===== src/rtl/mux_arb_pkg.sv =====
// Shared types and default sizes for the two-requester
// round-robin output arbiter.
package mux_arb_pkg;

    typedef enum logic {
        ST_IDLE = 1'b0,
        ST_BUSY = 1'b1
    } arb_state_t;

    localparam int DATA_W_DEF = 4;
    localparam int CNT_W_DEF  = 8;

endpackage


===== src/rtl/arb_rr2.sv =====
// Combinational two-way round-robin picker: grants only when the
// output slot is free, ties go to the side that did not win last.
module arb_rr2 (
    input  logic valid0,
    input  logic valid1,
    input  logic rr_last,
    input  logic free,
    output logic gnt0,
    output logic gnt1,
    output logic gnt_id
);

    logic pick0;
    logic pick1;

    // Resolve the pick, then qualify it with slot availability.
    always_comb begin
        pick0 = 1'b0;
        pick1 = 1'b0;
        unique case (1'b1)
            (valid0 & ~valid1): pick0 = 1'b1;
            (~valid0 & valid1): pick1 = 1'b1;
            (valid0 & valid1): begin
                pick0 = rr_last;
                pick1 = ~rr_last;
            end
            default: ;
        endcase
        gnt0   = free & pick0;
        gnt1   = free & pick1;
        gnt_id = gnt1;
    end

endmodule


===== src/rtl/mux21_arb.sv =====
// Registered 2:1 output channel shared by two valid/ready requesters.
// Optional per-requester grant counters: define MUX_ARB_STATS_EN.
module mux21_arb
    import mux_arb_pkg::*;
#(
    parameter int DATA_W = DATA_W_DEF,
    parameter int CNT_W  = CNT_W_DEF
) (
    input  logic              i_clk,
    input  logic              i_rst,
    input  logic              i_valid0,
    input  logic [DATA_W-1:0] i_w0,
    output logic              o_ready0,
    input  logic              i_valid1,
    input  logic [DATA_W-1:0] i_w1,
    output logic              o_ready1,
    output logic              o_valid,
    output logic [DATA_W-1:0] o_f,
    output logic              o_sel,
`ifdef MUX_ARB_STATS_EN
    output logic [CNT_W-1:0]  o_cnt0,
    output logic [CNT_W-1:0]  o_cnt1,
`endif
    input  logic              i_ready
);

    arb_state_t        state_q, state_d;
    logic [DATA_W-1:0] f_q, f_d;
    logic              sel_q, sel_d;
    logic              rr_last_q, rr_last_d;
    logic              free;
    logic              gnt0, gnt1, gnt_id;
    logic              accept;

    // Reset forces both readies low so nothing is taken while it is held.
    assign free = (~o_valid | i_ready) & ~i_rst;

    arb_rr2 u_pick (
        .valid0  (i_valid0),
        .valid1  (i_valid1),
        .rr_last (rr_last_q),
        .free    (free),
        .gnt0    (gnt0),
        .gnt1    (gnt1),
        .gnt_id  (gnt_id)
    );

    assign accept   = gnt0 | gnt1;
    assign o_ready0 = gnt0;
    assign o_ready1 = gnt1;
    assign o_valid  = (state_q == ST_BUSY);
    assign o_f      = f_q;
    assign o_sel    = sel_q;

    // Next state and next contents of the output register.
    always_comb begin
        state_d   = state_q;
        f_d       = f_q;
        sel_d     = sel_q;
        rr_last_d = rr_last_q;
        if (accept) begin
            f_d       = gnt_id ? i_w1 : i_w0;
            sel_d     = gnt_id;
            rr_last_d = gnt_id;
        end
        unique case (state_q)
            ST_IDLE: if (accept) state_d = ST_BUSY;
            ST_BUSY: if (i_ready && !accept) state_d = ST_IDLE;
            default: state_d = ST_IDLE;
        endcase
    end

    // State and output register; reset discards any held word.
    always_ff @(posedge i_clk) begin
        if (i_rst) begin
            state_q   <= ST_IDLE;
            f_q       <= '0;
            sel_q     <= 1'b0;
            rr_last_q <= 1'b1;
        end else begin
            state_q   <= state_d;
            f_q       <= f_d;
            sel_q     <= sel_d;
            rr_last_q <= rr_last_d;
        end
    end

`ifdef MUX_ARB_STATS_EN
    logic [CNT_W-1:0] cnt0_q, cnt0_d;
    logic [CNT_W-1:0] cnt1_q, cnt1_d;

    // Saturating grant counters, one per requester.
    always_comb begin
        cnt0_d = cnt0_q;
        cnt1_d = cnt1_q;
        if (gnt0 && cnt0_q != '1) cnt0_d = cnt0_q + 1'b1;
        if (gnt1 && cnt1_q != '1) cnt1_d = cnt1_q + 1'b1;
    end

    // Counter registers, cleared on reset.
    always_ff @(posedge i_clk) begin
        if (i_rst) begin
            cnt0_q <= '0;
            cnt1_q <= '0;
        end else begin
            cnt0_q <= cnt0_d;
            cnt1_q <= cnt1_d;
        end
    end

    assign o_cnt0 = cnt0_q;
    assign o_cnt1 = cnt1_q;
`endif

endmodule


===== config.mk =====
export PLATFORM = sky130hd
export DESIGN_NAME = mux21_arb
export DESIGN_NICKNAME = d
export VERILOG_FILES = /design/src/rtl/mux_arb_pkg.sv /design/src/rtl/arb_rr2.sv /design/src/rtl/mux21_arb.sv
export SDC_FILE = /design/constraint.sdc
export NUM_CORES = 1
export LEC_CHECK = 0
export CORE_AREA = 8 8 45 47
export CTS_BUF_LIST = sky130_fd_sc_hd__clkbuf_4
export CTS_CLUSTER_DIAMETER = 200
export CTS_CLUSTER_SIZE = 40
export DETAILED_ROUTE_END_ITERATION = 10
export DIE_AREA = 0 0 53 55
export PLACE_DENSITY_LB_ADDON = 0.3
export SLEW_MARGIN = 20
export SYNTH_ARGS = -nofsm -noshare
export SYNTH_HDL_FRONTEND = slang
export SYNTH_SLANG_ARGS = --single-unit

===== constraint.sdc =====
create_clock -name i_clk -period 1.5 [get_ports i_clk]
set_input_delay 0.3 -clock i_clk [delete_from_list [all_inputs] [get_ports i_clk]]
set_output_delay 0.3 -clock i_clk [all_outputs]
set_load 0.02 [all_outputs]

==> Word level (Yosys, flattened, before mapping) <==
Cells that the tools add are included.
{ "op_classes": {"muxes": 6, "bitwise": 13, "reduce_logical": 2} }
{ "op_table": {"columns": ["cell", "n"], "rows": [
  ["AND 1 bit", 6],
  ["case mux 1 bit (2 select lines)", 3],
  ["inverter 1 bit", 5],
  ["2-to-1 mux 4 bit", 1],
  ["2-to-1 mux 1 bit", 2],
  ["OR 1 bit", 2],
  ["logical AND 1 bit", 1],
  ["zero test 1 bit", 1]
]} }
{ "word_totals": {"wordCells": 25, "out_inout_bits": 8, "register_bits": 7, "input_bits": 13} }

==> Depth between registers and ports, before layout <==
Gate-level depths: netlist of run 1.
{ "depth": {"ltp_word": 9, "ltp_mapped": 4, "ltp_nobuf": 3} }

==> By module <==
Synthesis of run 1 repeated with hierarchy kept, for this count alone.
{ "unflattened": {"hier_cells": 37, "area_unflattened_um2": 327.8} }
{ "modules_own_cells": {"columns": ["mod", "area_per_inst_um2", "cells_each", "n_inst", "seq_area_each_um2"], "rows": [
  ["mux21_arb", 299.0, 31, 1, 140.1],
  ["arb_rr2", 28.8, 6, 1, 0.0]
]} }

==> Worst setup path before layout of run 1 <==
No wires, ideal clock.
{ "synth_path": {"path_type": "reg-to-reg", "start": "register state_q (netlist: o_valid)", "end": "register rr_last_q", "arrival_ns": 1.285, "path_stages_with_launch": 5, "required_ns": 1.348, "synth_period_minus_slack_ns": 1.437, "slack_ns": 0.063, "n_path_buf": 1, "setup_time_ns": 0.152, "cell_sequence": "dfxtp_1 > nor2b_1 > buf_6 > a2111oi_4 > o221ai_1"} }
{ "synth_between": {"elab_chain_cells": 5, "elab_cells_between_ends": 6, "cone_classes": "bitwise (6)"} }
{ "synth_lines": {"columns": ["item", "line", "source"], "rows": [
  ["start, declared", "mux21_arb.sv:27", "arb_state_t state_q, state_d;"],
  ["start signal, assigned", "mux21_arb.sv:81", "state_q <= state_d;"],
  ["inverter 1 bit", null, null],
  ["OR 1 bit", "mux21_arb.sv:36", "assign free = (~o_valid | i_ready) & ~i_rst;"],
  ["AND 1 bit", "mux21_arb.sv:36", null],
  ["AND 1 bit", "arb_rr2.sv:29", "gnt0 = free & pick0;"],
  ["via o_ready0", "mux21_arb.sv:13", "output logic o_ready0,"],
  ["OR 1 bit", "mux21_arb.sv:48", "assign accept = gnt0 | gnt1;"],
  ["end signal, assigned", "mux21_arb.sv:84", "rr_last_q <= rr_last_d;"],
  ["end, declared", "mux21_arb.sv:30", "logic rr_last_q, rr_last_d;"]
]} }
The timed path passes the listed nets, and every way through them passes these cells.
A chain may end at the register's enable or synchronous reset.

==> Final worst setup path of run 1 <==
{ "layout_path": {"start": "register rr_last_q", "end": "output o_ready0"} }
{ "layout_between": {"elab_chain_cells": 2} }
{ "layout_lines": {"columns": ["item", "line", "source"], "rows": [
  ["case mux 1 bit (2 select lines)", "arb_rr2.sv:20", "unique case (1'b1)"],
  ["AND 1 bit", "arb_rr2.sv:29", null],
  ["end, declared", "mux21_arb.sv:13", null]
]} }
Every way passes these cells.

==> results of run 1 <==
==> stage by stage <==
step	cell area [um2]	util (%)	setup slack, ns
2_1_floorplan	408	-	0.0626
3_3_place_gp	697	50.4	-0.664
3_5_place_dp	697	50.4	-0.648
4_1_cts	723	52.3	0.0156
5_1_grt	728	52.6	-0.0228
6_report	728	52.6	0.0382
==> kinds of logic after synthesis <==
| group | count (synthesis) | share of synthesized area, % |
|---|---|---|
| AO/OA/AOI/OAI | 18 | 41.1 |
| AND/OR/NAND/NOR | 11 | 16.6 |
| flip-flops | 7 | 34.4 |
| buffers and inverters | 6 | 7.98 |
==> report_power, final <==
part / switching, mW / internal [mW]
sequential: 0.00735 / 0.201
clock: 0.0812 / 0.120
combinational: 0.0835 / 0.0923
total: 0.172 / 0.414
==> flip-flops by register name, summed over array words and instances (netlist names) <==
signal     cells
o_f            4
rr_last_q      1
o_sel          1
o_valid        1
==> cells in the mapped netlist <==
master,instances
o221ai_1,1
nor2b_1,1
a21boi_4,1
nor2_1,1
nand2_1,1
nor3_1,1
o31ai_1,4
nor3_2,1
dfxtp_1,7
a21oi_1,1
or2b_1,1
o21bai_1,1
a311oi_1,4
buf_2,2
nand4_1,4
a2111oi_4,1
or2_2,1
buf_6,1
inv_1,2
a21bo_2,1
a31oi_1,4
clkinv_1,1
==> routing by layer <==
layer / global-route usage, % / vias to the layer above
met5: 0 / -
met4: 5.17 / 0
met3: 3.21 / 3
met2: 15.8 / 16
met1: 9.74 / 215
li1: - / 237
==> tightest hold or removal path, stage by stage (launching register included) <==
cell and delay (ns):
dfxtp_1 0.30, nand2_1 0.05, o21bai_1 0.06
==> area by class of cell <==
cell class / instances / area, um2
fill: 148 / 656
sequential: 7 / 141
tap: 16 / 20.0
timing repair buffer: 32 / 277
inverter: 3 / 11.3
clock buffer: 4 / 30.0
multi-input combinational: 29 / 249
==> repair_timing <==
item,in CTS,in global routing
setup endpoints to repair,10,2
endpoints found under the hold margin,0,0
gates resized for setup,25,1
pin swaps,2,0
==> final timing paths <==
check	cells past startpoint	from	endpoint	slack [ns]
hold reg to reg	2	o_sel$_SDFFE_PP0P_	o_sel$_SDFFE_PP0P_	0.46
setup reg to reg	5	o_valid$_SDFF_PP0_	o_f[2]$_SDFFE_PP0P_	0.25
setup / recovery	3	rr_last_q$_SDFFE_PP1P_	o_ready0	0.04
hold / removal	2	o_sel$_SDFFE_PP0P_	o_sel$_SDFFE_PP0P_	0.46
==> summary.md, run 1 <==
| Metric | Value |
|---|---|
| VDD IR max | 371 uV |
| Worst Max-Slew Pin Slew | 0.276 ns |
| Final Total Pwr | 0.586 mW |
| Post-CTS Setup Inserts | 0 |
| PwrDens | 805 nW/um2 |
| Leading cell types in the layout, fill and taps excluded | buf_4, dlygate4sd2_1, clkdlybuf4s50_1, dfxtp_1 |
| Critical Path End Type | primary output |
| Critical path required time | 1.20 ns |
| 1st-iter DRT viols | 3 |
| CTS Hold Buffers Added | 0 |
| Syn_nets | 55 |
| Worst-skew pair later-pin latency | 0.26 ns |
| RD Place Congestion | 0.758 |
| Drt pass-1 iters | 5 |
| First-pass GRT wire length | 2010 um |
| DR WL/cell | 13.5 um |
| Total Nets Final | 89 |
| Overflow after GRT | 0 |
| Top Metal Used | met4 |
| Met1 WL | 536 um |
| WL met2 | 574 um |
| Placed cell count | 87 |
| IO Count | 21 |
| Fin crit period | 1.46 ns |
| Top Family by Delay on Critical Path | flip-flops |
| Commonest non-fill, non-tap cell in the layout | buf_4 |
| Slowest stage cell on the critical path | dfxtp_2 |
| Final non-filler cell total | 91 |
| Proportion of layout cells with a drive suffix above 1 | 34.7% |
| DRC viols | 0 |
| Yosys reg bits | 7 |
| # clock sinks | 7 |
| Area growth syn-to-layout | 78.5% |
| Diode count | 0 |
| Total die area | 2920 um2 |
| Post-synth top area cell | dfxtp_1 |
| CP startpoint kind | flop |
| Max incr delay on CP | 0.34 ns |
| Syn avg cell area | 9.71 um2 |
| Largest net degree at the start of global routing | 13 |
| Clock skew | 0.00258 ns |
| Vias in the first global route | 493 |
| Port Buffers | 20 |
| Slew margin rel. | 81.6% |
| Drt total wl | 1230 um |
| Synthesized instance count | 42 |
| Die Y | 55 um |
| Root Buffer | clkbuf_4 |
| Mapped cell area | 408 um2 |
| Crit Path Max Fanout | 3 |
| CP Class | reg -> out |
| Via count | 471 |
| Final worst-path cycle share | 97.5% |
| Yosys top cell area share | 34.4% |
| Top cells by area, synth | dfxtp_1, a311oi_1, o31ai_1 |
| Outcome | completed |
| Yosys warnings | 0 |
| Initial antenna violation count | 0 |
| Post-synthesis sequential area ratio | 34.4% |
| H-tree depth | 1 |
| Final Max Tran Viols | 0 |
| CTS clk-pin slew, worst paths | 0.06 ns |
| Post-route ant nets | 0 |
| RSZ-0062 raised after global routing | yes |
| CTS tree | built |
| Max-cap violations | 0 |
| CP cell instances | inv_2 -> a2111oi_4 -> buf_4 |
| Initial core utilization | 29.5% |
| Worst path arrival time | 1.16 ns |
| Hold_ws | 0.461 ns |
| Setup-failing EPs final | 0 |
| Rows | 14 |
| GRT Overall Usage | 9.24% |
| Pleak | 0.312 nW |
| Hold Path Class | reg -> reg |
| DR vias/cell | 5.18 |
| Routed met3 length | 90 um |
| Setup_tns | 0 ns |
| CP Buf/Inv Count | 2 |
| Chip width | 53 um |
| Synth cell types | 22 |
| Fmax | 0.684 GHz |
| CTS buffer count | 3 |
| Hold Fails Final Rpt | 0 |
| Longest Clk Path Bufs | 2 |
| Total core area | 1380 um2 |
No activity file was read; power rests on OpenSTA's default activity.
==> run 2, diff against run 1 <==
RECOVER_POWER = 100   (was default)
SLEW_MARGIN = default   (was 20)
==> run 2 against run 1 <==
Compared with the run above: total power down 0.57%; wire length up 0.24%; combinational power about the same; final area down 0.86%; clock power about the same; sequential share of layout area up 0.17 points; sequential power about the same; via count up 1.3%; final cell count unchanged; die area unchanged; setup slack better by 0.0012 ns; non-clock buffer count unchanged; critical path type unchanged; largest power group unchanged; highest routed layer unchanged.
==> summary.md, run 2 (same netlist as run 1, synthesis figures left out) <==
| Metric | Value |
|---|---|
| Fin crit period | 1.46 ns (about the same) |
| Initial antenna violation count | 0 (unchanged) |
| Worst Max-Slew Pin Slew | 0.275 ns (was 0.276 ns) |
| HP Start | o_sel$_SDFFE_PP0P_ (unchanged) |
| Drt pass-1 iters | 5 (unchanged) |
| VDD IR max | 365 uV (was 371 uV) |
| CTS buffer count | 3 (unchanged) |
| DRC viols | 0 (unchanged) |
| Final Max Tran Viols | 0 (unchanged) |
| DR vias/cell | 5.24 (was 5.18) |
| Root Buffer | clkbuf_4 (unchanged) |
| Overflow after GRT | 0 (unchanged) |
| Pre-CTS WS | -0.648 ns (unchanged) |
| Worst-skew pair later-pin latency | 0.26 ns (about the same) |
| Clock skew | 0.00285 ns (was 0.00258 ns) |
| Largest net degree at the start of global routing | 13 (unchanged) |
| Die Y | 55 um (unchanged) |
| Pleak | 0.307 nW (was 0.312 nW) |
| Top Metal Used | met4 (unchanged) |
| CTS tree | built (unchanged) |
| Total core area | 1380 um2 (unchanged) |
| Crit Path Max Fanout | 3 (unchanged) |
| Final Total Pwr | 0.583 mW (was 0.586 mW) |
| Chip width | 53 um (unchanged) |
| Leading cell types in the layout, fill and taps excluded | dlygate4sd2_1, buf_4, clkdlybuf4s50_1, dfxtp_1, clkbuf_4 (was buf_4, dlygate4sd2_1, clkdlybuf4s50_1, dfxtp_1) |
| Longest Clk Path Bufs | 2 (unchanged) |
| Rows | 14 (unchanged) |
| Vias in the first global route | 493 (unchanged) |
| H-tree depth | 1 (unchanged) |
| First-pass GRT wire length | 2010 um (unchanged) |
| Met1 WL | 535 um (was 536 um) |
| FF-to-FF setup slack | 0.22 ns (was 0.25 ns) |
| Post-route ant nets | 0 (unchanged) |
| RR Endpoint | o_f[2]$_SDFFE_PP0P_ (unchanged) |
| Max reg flops | 4 (unchanged) |
| Critical path required time | 1.20 ns (about the same) |
| Worst Hold End | o_sel$_SDFFE_PP0P_ (unchanged) |
| Routed met3 length | 90 um (unchanged) |
| Hold Fails Final Rpt | 0 (unchanged) |
| Total die area | 2920 um2 (unchanged) |
| PwrDens | 807 nW/um2 (was 805 nW/um2) |
| Slew margin rel. | 81.7% (was 81.6%) |
| RSZ-0062 raised after global routing | yes (unchanged) |
| Setup-failing EPs final | 0 (unchanged) |
| # clock sinks | 7 (unchanged) |
| Total Nets Final | 89 (unchanged) |
| CTS clk-pin slew, worst paths | 0.06 ns (about the same) |
| Diode count | 0 (unchanged) |
| Area growth syn-to-layout | 77.0% (was 78.5%) |
| GRT Overall Usage | 9.24% (unchanged) |
| Outcome | completed (unchanged) |
| Fmax | 0.685 GHz (was 0.684 GHz) |
| Drt total wl | 1230 um (about the same) |
| DR WL/cell | 13.5 um (about the same) |
| CP Class | reg -> out (unchanged) |
| Final worst-path cycle share | 97.4% (was 97.5%) |
| CP startpoint kind | flop (unchanged) |
| WL met2 | 577 um (was 574 um) |
| Critical Path End Type | primary output (unchanged) |
| Initial core utilization | 29.5% (unchanged) |
| Via count | 477 (was 471) |
| RD Place Congestion | 0.758 (unchanged) |
| IO Count | 21 (unchanged) |
| 1st-iter DRT viols | 3 (unchanged) |
| Reg-to-Reg Start | o_valid$_SDFF_PP0_ (unchanged) |
| Proportion of layout cells with a drive suffix above 1 | 33.3% (was 34.7%) |
| Worst path arrival time | 1.16 ns (about the same) |
| Post-route setup slack | 0.0394 ns (was 0.0382 ns) |
| Max-cap violations | 0 (unchanged) |
| Depth of the worst hold-timing path | 2 (unchanged) |
| Hold_ws | 0.461 ns (about the same) |
| R2r worst-path depth | 5 (unchanged) |
| Post-CTS Setup Inserts | 0 (unchanged) |
| Hold Path Class | reg -> reg (unchanged) |
| Port Buffers | 20 (unchanged) |
==> run 2: cell types whose count changed in the layout (fill, tap and decap cells not counted), sizes merged <==
cell / previous run / this run
clkbuf: 4 / 7
buf: 14 / 11
==> run 2: worst max-delay path, cell delays in order (launching register included) <==
cell	delay, ns
dfxtp_2	0.34
inv_2	0.05
a2111oi_4	0.30
buf_4	0.20
==> run 2: area by class of cell <==
cell class	instances	area [um2]
well taps	16	20.0
inverters	3	11.3
repair buffers	32	270
clock buffers	4	30.0
fillers	151	662
multi-input cells	29	249
flip-flops and latches	7	141
==> run 2: how the worst max path moves through the flow <==
stage                                 startpoint                     end  slack [ns]  cells after the start
after detailed placement                i_valid1                o_ready1       -0.65                      4
final                     rr_last_q$_SDFFE_PP1P_                o_ready0        0.04                      3
after global placement                  i_valid1                o_ready1       -0.66                      4
after global routing      rr_last_q$_SDFFE_PP1P_                o_ready0       -0.02                      3
after CTS                 rr_last_q$_SDFFE_PP1P_                o_ready0        0.02                      3
after floorplan               o_valid$_SDFF_PP0_  rr_last_q$_SDFFE_PP1P_        0.06                      4
==> run 2: per-layer routing <==
metal	GRT usage [%]	vias to the layer above
li1	-	237
met1	9.74	221
met2	15.8	16
met3	3.21	3
met4	5.17	0
met5	0	-
==> run 2: power by group <==
part           switching [mW]  internal (mW)
Sequential            0.00722          0.201
Combinational          0.0834         0.0897
Clock                  0.0807          0.120
Total                   0.171          0.411
==> run 2: repair_timing <==
action,in CTS,in global routing
hold endpoints to repair,0,0
hold buffers,0,0
setup endpoints to repair,10,2
resized for setup,25,1
pin swaps,2,0
==> run 2: per-stage QoR <==
stage	utilization, %	setup TNS, ns	cells	cell area (um2)
CTS	52.3	0	91	723
finish	52.2	0	91	722
global route	52.2	-0.0279	91	722
detailed placement	50.4	-2.54	87	697
global placement	50.4	-2.46	87	697
floorplan	-	0	42	408
